`config.mk`:
```
export PLATFORM = sky130hd
export DESIGN_NAME = program_sequencer_flat
export DESIGN_NICKNAME = d
export VERILOG_FILES = /design/src/rtl/seq_pkg.sv /design/src/rtl/program_sequencer_if.sv /design/src/rtl/ras_stack.sv /design/src/rtl/program_sequencer.sv /design/src/flat_wrapper.sv
export SDC_FILE = /design/constraint.sdc
export NUM_CORES = 1
export LEC_CHECK = 0
export CAP_MARGIN = 30
export CORE_MARGIN = 5
export CORE_UTILIZATION = 54
export DETAILED_ROUTE_END_ITERATION = 10
export PLACE_DENSITY = 0.9
export REMOVE_ABC_BUFFERS = 1
export SYNTH_ARGS = -nofsm -noshare
export SYNTH_HDL_FRONTEND = slang
export SYNTH_SLANG_ARGS = --single-unit
```
`constraint.sdc`:
```
create_clock -name clk -period 2.2 [get_ports clk]
set_input_delay 0.44 -clock clk [delete_from_list [all_inputs] [get_ports clk]]
set_output_delay 0.44 -clock clk [all_outputs]
set_load 0.05 [all_outputs]
```
`src/rtl/seq_pkg.sv`:
```
// Shared types and helpers for the program sequencer: FSM state encoding,
// default address width and jump/call target formation.
package seq_pkg;

   localparam int unsigned PC_W_DEF = 8;

   typedef enum logic [1:0] {
      BOOT  = 2'd0,
      RUN   = 2'd1,
      HOLD  = 2'd2,
      FAULT = 2'd3
   } seq_state_e;

   // Jump/call target: nibble in the top four bits, zeros below.
   function automatic logic [31:0] target_addr(input logic [3:0] nibble,
                                               input int unsigned pc_w);
      return 32'(nibble) << (pc_w - 4);
   endfunction

endpackage

```
`src/rtl/program_sequencer_if.sv`:
```
// Decoder/ALU control inputs and program-memory address/status outputs of the sequencer.
interface program_sequencer_if #(
   parameter int unsigned PC_W = seq_pkg::PC_W_DEF
) ();

   logic            hold;
   logic            jmp;
   logic            jmp_nz;
   logic            dont_jmp;
   logic [3:0]      ir_nibble;
   logic            call;
   logic            ret;
   logic [PC_W-1:0] pm_addr;
   logic [PC_W-1:0] pc;
   logic            fetch_valid;
   logic            stack_ovf;
   logic            stack_unf;

   // Decoder / control side.
   modport master (
      output hold, jmp, jmp_nz, dont_jmp, ir_nibble, call, ret,
      input  pm_addr, pc, fetch_valid, stack_ovf, stack_unf
   );

   // Sequencer side.
   modport slave (
      input  hold, jmp, jmp_nz, dont_jmp, ir_nibble, call, ret,
      output pm_addr, pc, fetch_valid, stack_ovf, stack_unf
   );

endinterface

```
`src/rtl/ras_stack.sv`:
```
// Return-address LIFO. Pointer counts 0..DEPTH; push writes at the pointer,
// pop reads the entry just below it. Contents are not reset.
module ras_stack #(
   parameter int unsigned W     = 8,
   parameter int unsigned DEPTH = 4
) (
   input  logic         clk,
   input  logic         reset_n,
   input  logic         push,
   input  logic         pop,
   input  logic [W-1:0] din,
   output logic [W-1:0] dout,
   output logic         full,
   output logic         empty
);

   localparam int unsigned AW = $clog2(DEPTH);
   localparam int unsigned PW = AW + 1;

   logic [PW-1:0] ptr;
   logic [PW-1:0] ptr_m1;
   logic [W-1:0]  mem [DEPTH];

   assign ptr_m1 = ptr - PW'(1);
   assign full   = (ptr == PW'(DEPTH));
   assign empty  = (ptr == '0);
   assign dout   = mem[ptr_m1[AW-1:0]];

   always_ff @(posedge clk or negedge reset_n) begin
      if (!reset_n) begin
         ptr <= '0;
      end else if (push && !full) begin
         ptr <= ptr + PW'(1);
      end else if (pop && !empty) begin
         ptr <= ptr_m1;
      end
   end

   always_ff @(posedge clk) begin
      if (push && !full) begin
         mem[ptr[AW-1:0]] <= din;
      end
   end

endmodule

```
`src/rtl/program_sequencer.sv`:
```
// Program counter, next-PC selection and return-address stack control with
// boot, stall and sticky stack-fault states.
module program_sequencer
   import seq_pkg::*;
#(
   parameter int unsigned PC_W        = PC_W_DEF,
   parameter int unsigned STACK_DEPTH = 4,
   parameter int unsigned RESET_VEC   = 0
) (
   input logic                clk,
   input logic                reset_n,
   program_sequencer_if.slave bus
);

   seq_state_e      state_q, state_d;
   logic [PC_W-1:0] pc_q, pc_d;
   logic            ovf_q, ovf_d;
   logic            unf_q, unf_d;
   logic            fv_q, fv_d;

   logic [PC_W-1:0] pc_inc;
   logic [PC_W-1:0] target;
   logic [PC_W-1:0] stk_dout;
   logic            stk_full;
   logic            stk_empty;
   logic            push;
   logic            pop;
   logic            take_jump;

   assign pc_inc    = pc_q + PC_W'(1);
   assign target    = PC_W'(target_addr(bus.ir_nibble, PC_W));
   assign take_jump = bus.jmp || (bus.jmp_nz && !bus.dont_jmp);

   ras_stack #(
      .W     (PC_W),
      .DEPTH (STACK_DEPTH)
   ) u_ras (
      .clk     (clk),
      .reset_n (reset_n),
      .push    (push),
      .pop     (pop),
      .din     (pc_inc),
      .dout    (stk_dout),
      .full    (stk_full),
      .empty   (stk_empty)
   );

   always_ff @(posedge clk or negedge reset_n) begin
      if (!reset_n) begin
         state_q <= BOOT;
         pc_q    <= PC_W'(RESET_VEC);
         ovf_q   <= 1'b0;
         unf_q   <= 1'b0;
         fv_q    <= 1'b0;
      end else begin
         state_q <= state_d;
         pc_q    <= pc_d;
         ovf_q   <= ovf_d;
         unf_q   <= unf_d;
         fv_q    <= fv_d;
      end
   end

   // Next state / next PC; ret outranks call, call outranks jumps.
   always_comb begin
      state_d = state_q;
      pc_d    = pc_q;
      ovf_d   = ovf_q;
      unf_d   = unf_q;
      push    = 1'b0;
      pop     = 1'b0;

      case (state_q)
         BOOT: begin
            state_d = bus.hold ? HOLD : RUN;
         end
         RUN: begin
            if (bus.hold) begin
               state_d = HOLD;
            end else if (bus.ret) begin
               if (stk_empty) begin
                  unf_d   = 1'b1;
                  state_d = FAULT;
               end else begin
                  pop  = 1'b1;
                  pc_d = stk_dout;
               end
            end else if (bus.call) begin
               if (stk_full) begin
                  ovf_d   = 1'b1;
                  state_d = FAULT;
               end else begin
                  push = 1'b1;
                  pc_d = target;
               end
            end else if (take_jump) begin
               pc_d = target;
            end else begin
               pc_d = pc_inc;
            end
         end
         HOLD: begin
            if (!bus.hold) begin
               state_d = RUN;
            end
         end
         FAULT: begin
            state_d = FAULT;
         end
         default: begin
            state_d = BOOT;
         end
      endcase

      fv_d = (state_d == RUN);
   end

   assign bus.pm_addr     = pc_q;
   assign bus.pc          = pc_q;
   assign bus.fetch_valid = fv_q;
   assign bus.stack_ovf   = ovf_q;
   assign bus.stack_unf   = unf_q;

endmodule

```
`src/flat_wrapper.sv`:
```
// flat-port wrapper written by rule: the top's interface ports become plain ports
module program_sequencer_flat import seq_pkg::*;
#(
   parameter int unsigned PC_W        = PC_W_DEF,
   parameter int unsigned STACK_DEPTH = 4,
   parameter int unsigned RESET_VEC   = 0
)
  (clk, reset_n, bus_hold, bus_jmp, bus_jmp_nz, bus_dont_jmp, bus_ir_nibble, bus_call, bus_ret, bus_pm_addr, bus_pc, bus_fetch_valid, bus_stack_ovf, bus_stack_unf);
  program_sequencer_if #(.PC_W(PC_W)) bus_i ();
  input logic clk;
  input logic reset_n;
  input wire logic [$bits(bus_i.hold)-1:0] bus_hold;
  input wire logic [$bits(bus_i.jmp)-1:0] bus_jmp;
  input wire logic [$bits(bus_i.jmp_nz)-1:0] bus_jmp_nz;
  input wire logic [$bits(bus_i.dont_jmp)-1:0] bus_dont_jmp;
  input wire logic [$bits(bus_i.ir_nibble)-1:0] bus_ir_nibble;
  input wire logic [$bits(bus_i.call)-1:0] bus_call;
  input wire logic [$bits(bus_i.ret)-1:0] bus_ret;
  output wire logic [$bits(bus_i.pm_addr)-1:0] bus_pm_addr;
  output wire logic [$bits(bus_i.pc)-1:0] bus_pc;
  output wire logic [$bits(bus_i.fetch_valid)-1:0] bus_fetch_valid;
  output wire logic [$bits(bus_i.stack_ovf)-1:0] bus_stack_ovf;
  output wire logic [$bits(bus_i.stack_unf)-1:0] bus_stack_unf;
  assign bus_i.hold = bus_hold;
  assign bus_i.jmp = bus_jmp;
  assign bus_i.jmp_nz = bus_jmp_nz;
  assign bus_i.dont_jmp = bus_dont_jmp;
  assign bus_i.ir_nibble = bus_ir_nibble;
  assign bus_i.call = bus_call;
  assign bus_i.ret = bus_ret;
  assign bus_pm_addr = bus_i.pm_addr;
  assign bus_pc = bus_i.pc;
  assign bus_fetch_valid = bus_i.fetch_valid;
  assign bus_stack_ovf = bus_i.stack_ovf;
  assign bus_stack_unf = bus_i.stack_unf;
  program_sequencer #(.PC_W(PC_W), .STACK_DEPTH(STACK_DEPTH), .RESET_VEC(RESET_VEC)) u_core (.clk(clk), .reset_n(reset_n), .bus(bus_i));
endmodule
```
==> impl_metrics.ini, run 1 <==
[run_status]
status = complete, no violations

[synth]
async_flop_share_pct = 33.33
netlist_area_sq_mm = 0.002335
synth-edff-count = 32
yosysUniqueCellTypes = 48
syn_inst = 173
ys_seq_area_share_pct = 58.31
ys_ff_latch = 48
syn_area_per_cell_sq_um = 13.50
yosysWarningCount = 0
synthFlopType = edfxtp_1

[clock_tree]
cts_resized = 0
htree_levels = 2
clk-insertion-delay-late_ns = 0.30
postCtsSetupBuffers = 0
clock_path_buffers = 2
path_clk_slew_ns = 0.09
cts_made_buffers = 5
cts.hold.buffers_added = 0
clkSinkCount = 48
cts_root_buf = clkbuf_8
cts_tree = done

[timing]
finalSetupViolCount = 0
tns_ns = 0
fmax_mhz = 459.9
period_share_pct = 98.83
relSlewSlack_pct = 63.37
worst_pin_slew_ns = 0.5478
fin_skew_ns = 0.005324
rsz0062_at_grt = false
layout_min_cycle_time_ns = 2.174
drv_slew = 0
hold_violations = 0

[place]
dp_hpwl_um = 3691
place_area_sq_mm = 0.002723
gp_congestion = 0.8357
io_buffers = 30
dp.cells = 252

[critical_path]
crit_arrival_ns = 1.73
end_kind = output port
reg2regPathDepth = 6
reg2reg_slack_ns = 0.22
crit_chain = clkdlybuf4s50_1
cp.required_ns = 1.76
crit_type = flop to output port
worstSetupStartpointType = flop
crit_path_max_fanout = 7
slowest_delay_ns = 0.90
rr_startpoint = u_core.u_ras.ptr[1]
timing.rr.end = u_core.bus.pc[2]
cp_slowest_cell = clkdlybuf4s50_1
crit_family = buffers and inverters
crit_buf_inv = 1

[layout]
area_delta_synth_final_pct = 20.26
fin_util_pct = 65.85
final_cells = 260
layout_common_cells = edfxtp_1, clkdlybuf4s50_1, dfrtp_1
num-nets-final = 225
register_area_sq_mm = 0.001361
multi_input_area_sq_um = 849.6
n_antenna_cell = 0
drive_gt1_share_pct = 12.98
fillers = 310
final_common_cell = edfxtp_1
design_area_sq_mm = 0.002808

[power]
ir_drop_mv = 0.6354
total_power_w = 0.003659
p_leak_nw = 1.067
p_per_area_mw_per_mm2 = 1303

[detailed_routing]
dr.pass1.iters = 4
wirelength_um = 5042
vias = 1507
ant_nets = 0
vias_per_cell = 5.796
route.detailed.drc = 0
drt_iter0_drc = 81
wire_per_inst_um = 19.39

[die]
initial_core_util_pct = 54.75
core_sq_mm = 0.004264
io_pins = 31
die_width_um = 75.76
num_rows = 24
dieHeight_um = 75.76
die_area_sq_mm = 0.005739

[global_routing]
track_usage_pct = 19.79
grt_max_degree = 17
overflow = 0
antenna_found_initial = 0
grt_pass1_wl_um = 8024
grt_pass1_vias = 1557

[hold_path]
hold_path.class = input pin to async pin

[job]
maxCapViolCount = 0
## sequential cells by signal, summed over array words and instances, names as in the netlist
signal	count
u_core.bus.fetch_valid	1
u_core.bus.pc	8
u_core.bus.stack_ovf	1
u_core.bus.stack_unf	1
u_core.state_q	2
u_core.u_ras.mem	32
u_core.u_ras.ptr	3
## per-stage QoR
stage | hold slack [ns] | setup slack [ns]
4_1_cts | 0.4521 | 0.04158
6_report | 0.4473 | 0.02571
2_1_floorplan | 0.1444 | 0.04152
3_5_place_dp | 0.4734 | -0.04330
3_3_place_gp | 0.4628 | 0.06435
5_1_grt | 0.4703 | 0.0007826
## cells by family after synthesis
kind of cell / after synthesis / share of synthesized area [%]
flip-flops: 48 / 58.31
AO/OA/AOI/OAI: 31 / 9.968
AND/OR/NAND/NOR: 53 / 12.81
adder cells (fa/ha/maj): 6 / 3.215
buffers and inverters: 22 / 5.305
multiplexers: 8 / 8.521
XOR/XNOR: 5 / 1.876
## routing by layer
metal  GRT usage, %  share of wire [%]  vias to the layer above
met5              0                  0                        -
met4          9.709                2.9                        0
met2          33.56                 49                       59
li1               -                  -                      711
met1          24.37                 41                      727
met3          3.430                6.6                       10
## Yosys cell counts (4+ instances only)
cell type / number / area, sq um
inv_1: 9 / 33.78
nand2_1: 10 / 37.54
a21oi_1: 4 / 20.02
and2_1: 4 / 25.02
edfxtp_1: 32 / 960.9
dfrtp_1: 16 / 400.4
nor2_1: 8 / 30.03
nand3_1: 5 / 25.02
nand2b_1: 4 / 25.02
nor3_1: 5 / 25.02
buf_4: 8 / 60.06
ha_1: 6 / 75.07
mux4_1: 5 / 131.4
## power breakdown
group | switching [W] | internal, W | total (W)
clock network | 0.000290 | 0.000222 | 0.000513
registers | 0.000174 | 0.00120 | 0.00137
logic | 0.00112 | 0.000658 | 0.00178
## worst max-delay path by stage
stage                          start                     end  slack [ns]  cells past startpoint
floorplan           u_core.bus.pc[0]  u_core.u_ras.mem[0][6]        0.04                      4
global placement            bus_hold  u_core.u_ras.mem[2][0]        0.06                      5
CTS                 u_core.bus.pc[2]          bus_pm_addr[2]        0.04                      1
detailed placement          bus_hold  u_core.u_ras.mem[2][0]       -0.04                      5
finish              u_core.bus.pc[2]          bus_pm_addr[2]        0.03                      1
global route        u_core.bus.pc[2]          bus_pm_addr[2]      0.0008                      1
## cell type report
| cell class | count | area share, % |
|---|---|---|
| Multi-Input combinational cell | 103 | 30.26 |
| Clock inverter | 2 | 0.4456 |
| Sequential cell | 48 | 48.49 |
| Inverter | 9 | 1.203 |
| Clock buffer | 6 | 2.585 |
| Timing Repair Buffer | 40 | 14.71 |
| Tap cell | 52 | 2.317 |
Note: power is estimated with default switching activity, not from simulation.
==> run 2: changes to the inputs <==
--- a/config.mk
+++ b/config.mk
@@ -7,9 +7,9 @@
 export LEC_CHECK = 0
 export CAP_MARGIN = 30
 export CORE_MARGIN = 5
-export CORE_UTILIZATION = 54
+export CORE_UTILIZATION = 49
 export DETAILED_ROUTE_END_ITERATION = 10
-export PLACE_DENSITY = 0.9
+export PLACE_DENSITY = 0.87
 export REMOVE_ABC_BUFFERS = 1
 export SYNTH_ARGS = -nofsm -noshare
 export SYNTH_HDL_FRONTEND = slang
==> constraint.sdc (replaced) <==
create_clock -name clk -period 1.95 [get_ports clk]
set_input_delay 0.39 -clock clk [delete_from_list [all_inputs] [get_ports clk]]
set_output_delay 0.39 -clock clk [all_outputs]
set_load 0.05 [all_outputs]
==> impl_metrics.ini, run 2 (synthesized netlist as in run 1, its figures left out) <==
[run_status]
status = complete, no violations

[detailed_routing]
ant_nets = 0
route.detailed.drc = 0
vias_per_cell = 5.790
wire_per_inst_um = 18.00
dr.pass1.iters = 4
vias = 1598
drt_iter0_drc = 173
wirelength_um = 4969

[clock_tree]
path_clk_slew_ns = 0.09
clk-insertion-delay-late_ns = 0.30
cts_made_buffers = 5
clock_path_buffers = 2
htree_levels = 2
cts_root_buf = clkbuf_8
cts.hold.buffers_added = 0
clkSinkCount = 48
postCtsSetupBuffers = 0
cts_tree = done

[layout]
register_area_sq_mm = 0.001361
num-nets-final = 239
fillers = 341
n_antenna_cell = 0
final_common_cell = buf_4
largest_reg_flops = 32
final_cells = 276
layout_common_cells = buf_4, edfxtp_1, dfrtp_1
area_delta_synth_final_pct = 22.72
multi_input_area_sq_um = 852.1
fin_util_pct = 61.48
drive_gt1_share_pct = 26.13

[die]
dieHeight_um = 79.03
io_pins = 31
initial_core_util_pct = 50.09
die_width_um = 79.03
die_area_sq_mm = 0.006245
num_rows = 25
core_sq_mm = 0.004661

[global_routing]
track_usage_pct = 17.42
grt_max_degree = 17
antenna_found_initial = 0
grt_pass1_vias = 1610
grt_pass1_wl_um = 8245
overflow = 0

[critical_path]
endpoint = bus_stack_unf
reg2regPathDepth = 6
crit_path_max_fanout = 2
crit_buf_inv = 1
cp_slowest_cell = clkdlybuf4s50_1
cp.required_ns = 1.56
end_kind = output port
crit_type = flop to output port
slowest_delay_ns = 0.81
reg2reg_slack_ns = 0.16
crit_family = buffers and inverters
worst-path-stages = 1
timing.rr.end = u_core.bus.pc[6]
crit_start = u_core.bus.stack_unf
worstSetupStartpointType = flop
crit_arrival_ns = 1.46
rr_startpoint = u_core.u_ras.ptr[0]
crit_chain = clkdlybuf4s50_1

[timing]
relSlewSlack_pct = 66.90
fmax_mhz = 541.1
fin_skew_ns = 0.008393
layout_min_cycle_time_ns = 1.848
tns_ns = 0
worst_pin_slew_ns = 0.4950
hold_violations = 0
finalSetupViolCount = 0
period_share_pct = 94.77
timing.final.ws_setup_ns = 0.1020
drv_slew = 0
rsz0062_at_grt = false

[place]
io_buffers = 30
dp_hpwl_um = 3702
gp_congestion = 0.8562
dp_worst_setup_slack_ns = -0.1099
dp.cells = 268

[job]
maxCapViolCount = 0

[hold_path]
hold_path.class = input pin to async pin

[power]
p_leak_nw = 1.145
ir_drop_mv = 0.8669
p_per_area_mw_per_mm2 = 1454
total_power_w = 0.004167
run 2: power by group:
part | internal, W | switching (W)
logic | 0.000783 | 0.00131
registers | 0.00135 | 0.000153
clock network | 0.000251 | 0.000322
total | 0.00238 | 0.00178
run 2: layout make-up:
type                       count  share of cell area [%]
timing repair buffer          54                   16.24
multi-input combinational    103                   29.74
clock inverter                 2                  0.4367
clock buffer                   6                   2.533
tap                           54                   2.358
inverter                       9                   1.179
sequential                    48                   47.51
run 2: how the worst min path moves through the flow:
stage,startpoint,end,depth (start not counted)
after floorplan,reset_n,u_core.bus.fetch_valid,0
after global placement,u_core.bus.stack_ovf,u_core.bus.stack_ovf,1
after detailed placement,u_core.bus.stack_unf,u_core.bus.stack_unf,1
after CTS,reset_n,u_core.bus.pc[7],2
after global routing,reset_n,u_core.bus.pc[7],2
final,reset_n,u_core.bus.pc[7],2
run 2: metrics by stage:
step | area [sq um] | hold slack (ns)
floorplan | 2245 | 0.09441
global placement | 2778 | 0.4672
detailed placement | 2778 | 0.4697
CTS | 2863 | 0.4073
global route | 2865 | 0.4054
finish | 2865 | 0.4074
run 2: layer usage:
layer  up-vias  GRT usage, %  routed length, um
met1       780         24.00               2198
met3         9         5.329                421
li1        739             -                  -
met2        70         26.85               2283
met4         0         4.811                 65
met5         -             0                  0
run 2: timing repair:
action	CTS	global route
setup endpoints to repair	0	4
gates resized for setup	0	1
hold endpoints to repair	0	0
==> run 3: changes to the inputs <==
--- a/config.mk
+++ b/config.mk
@@ -8,6 +8,7 @@
 export CAP_MARGIN = 30
 export CORE_MARGIN = 5
 export CORE_UTILIZATION = 49
+export CTS_CLUSTER_SIZE = 20
 export DETAILED_ROUTE_END_ITERATION = 10
 export PLACE_DENSITY = 0.87
 export REMOVE_ABC_BUFFERS = 1
==> results of run 3 <==
Final layout, timing and power as in run 2 (identical DEF).
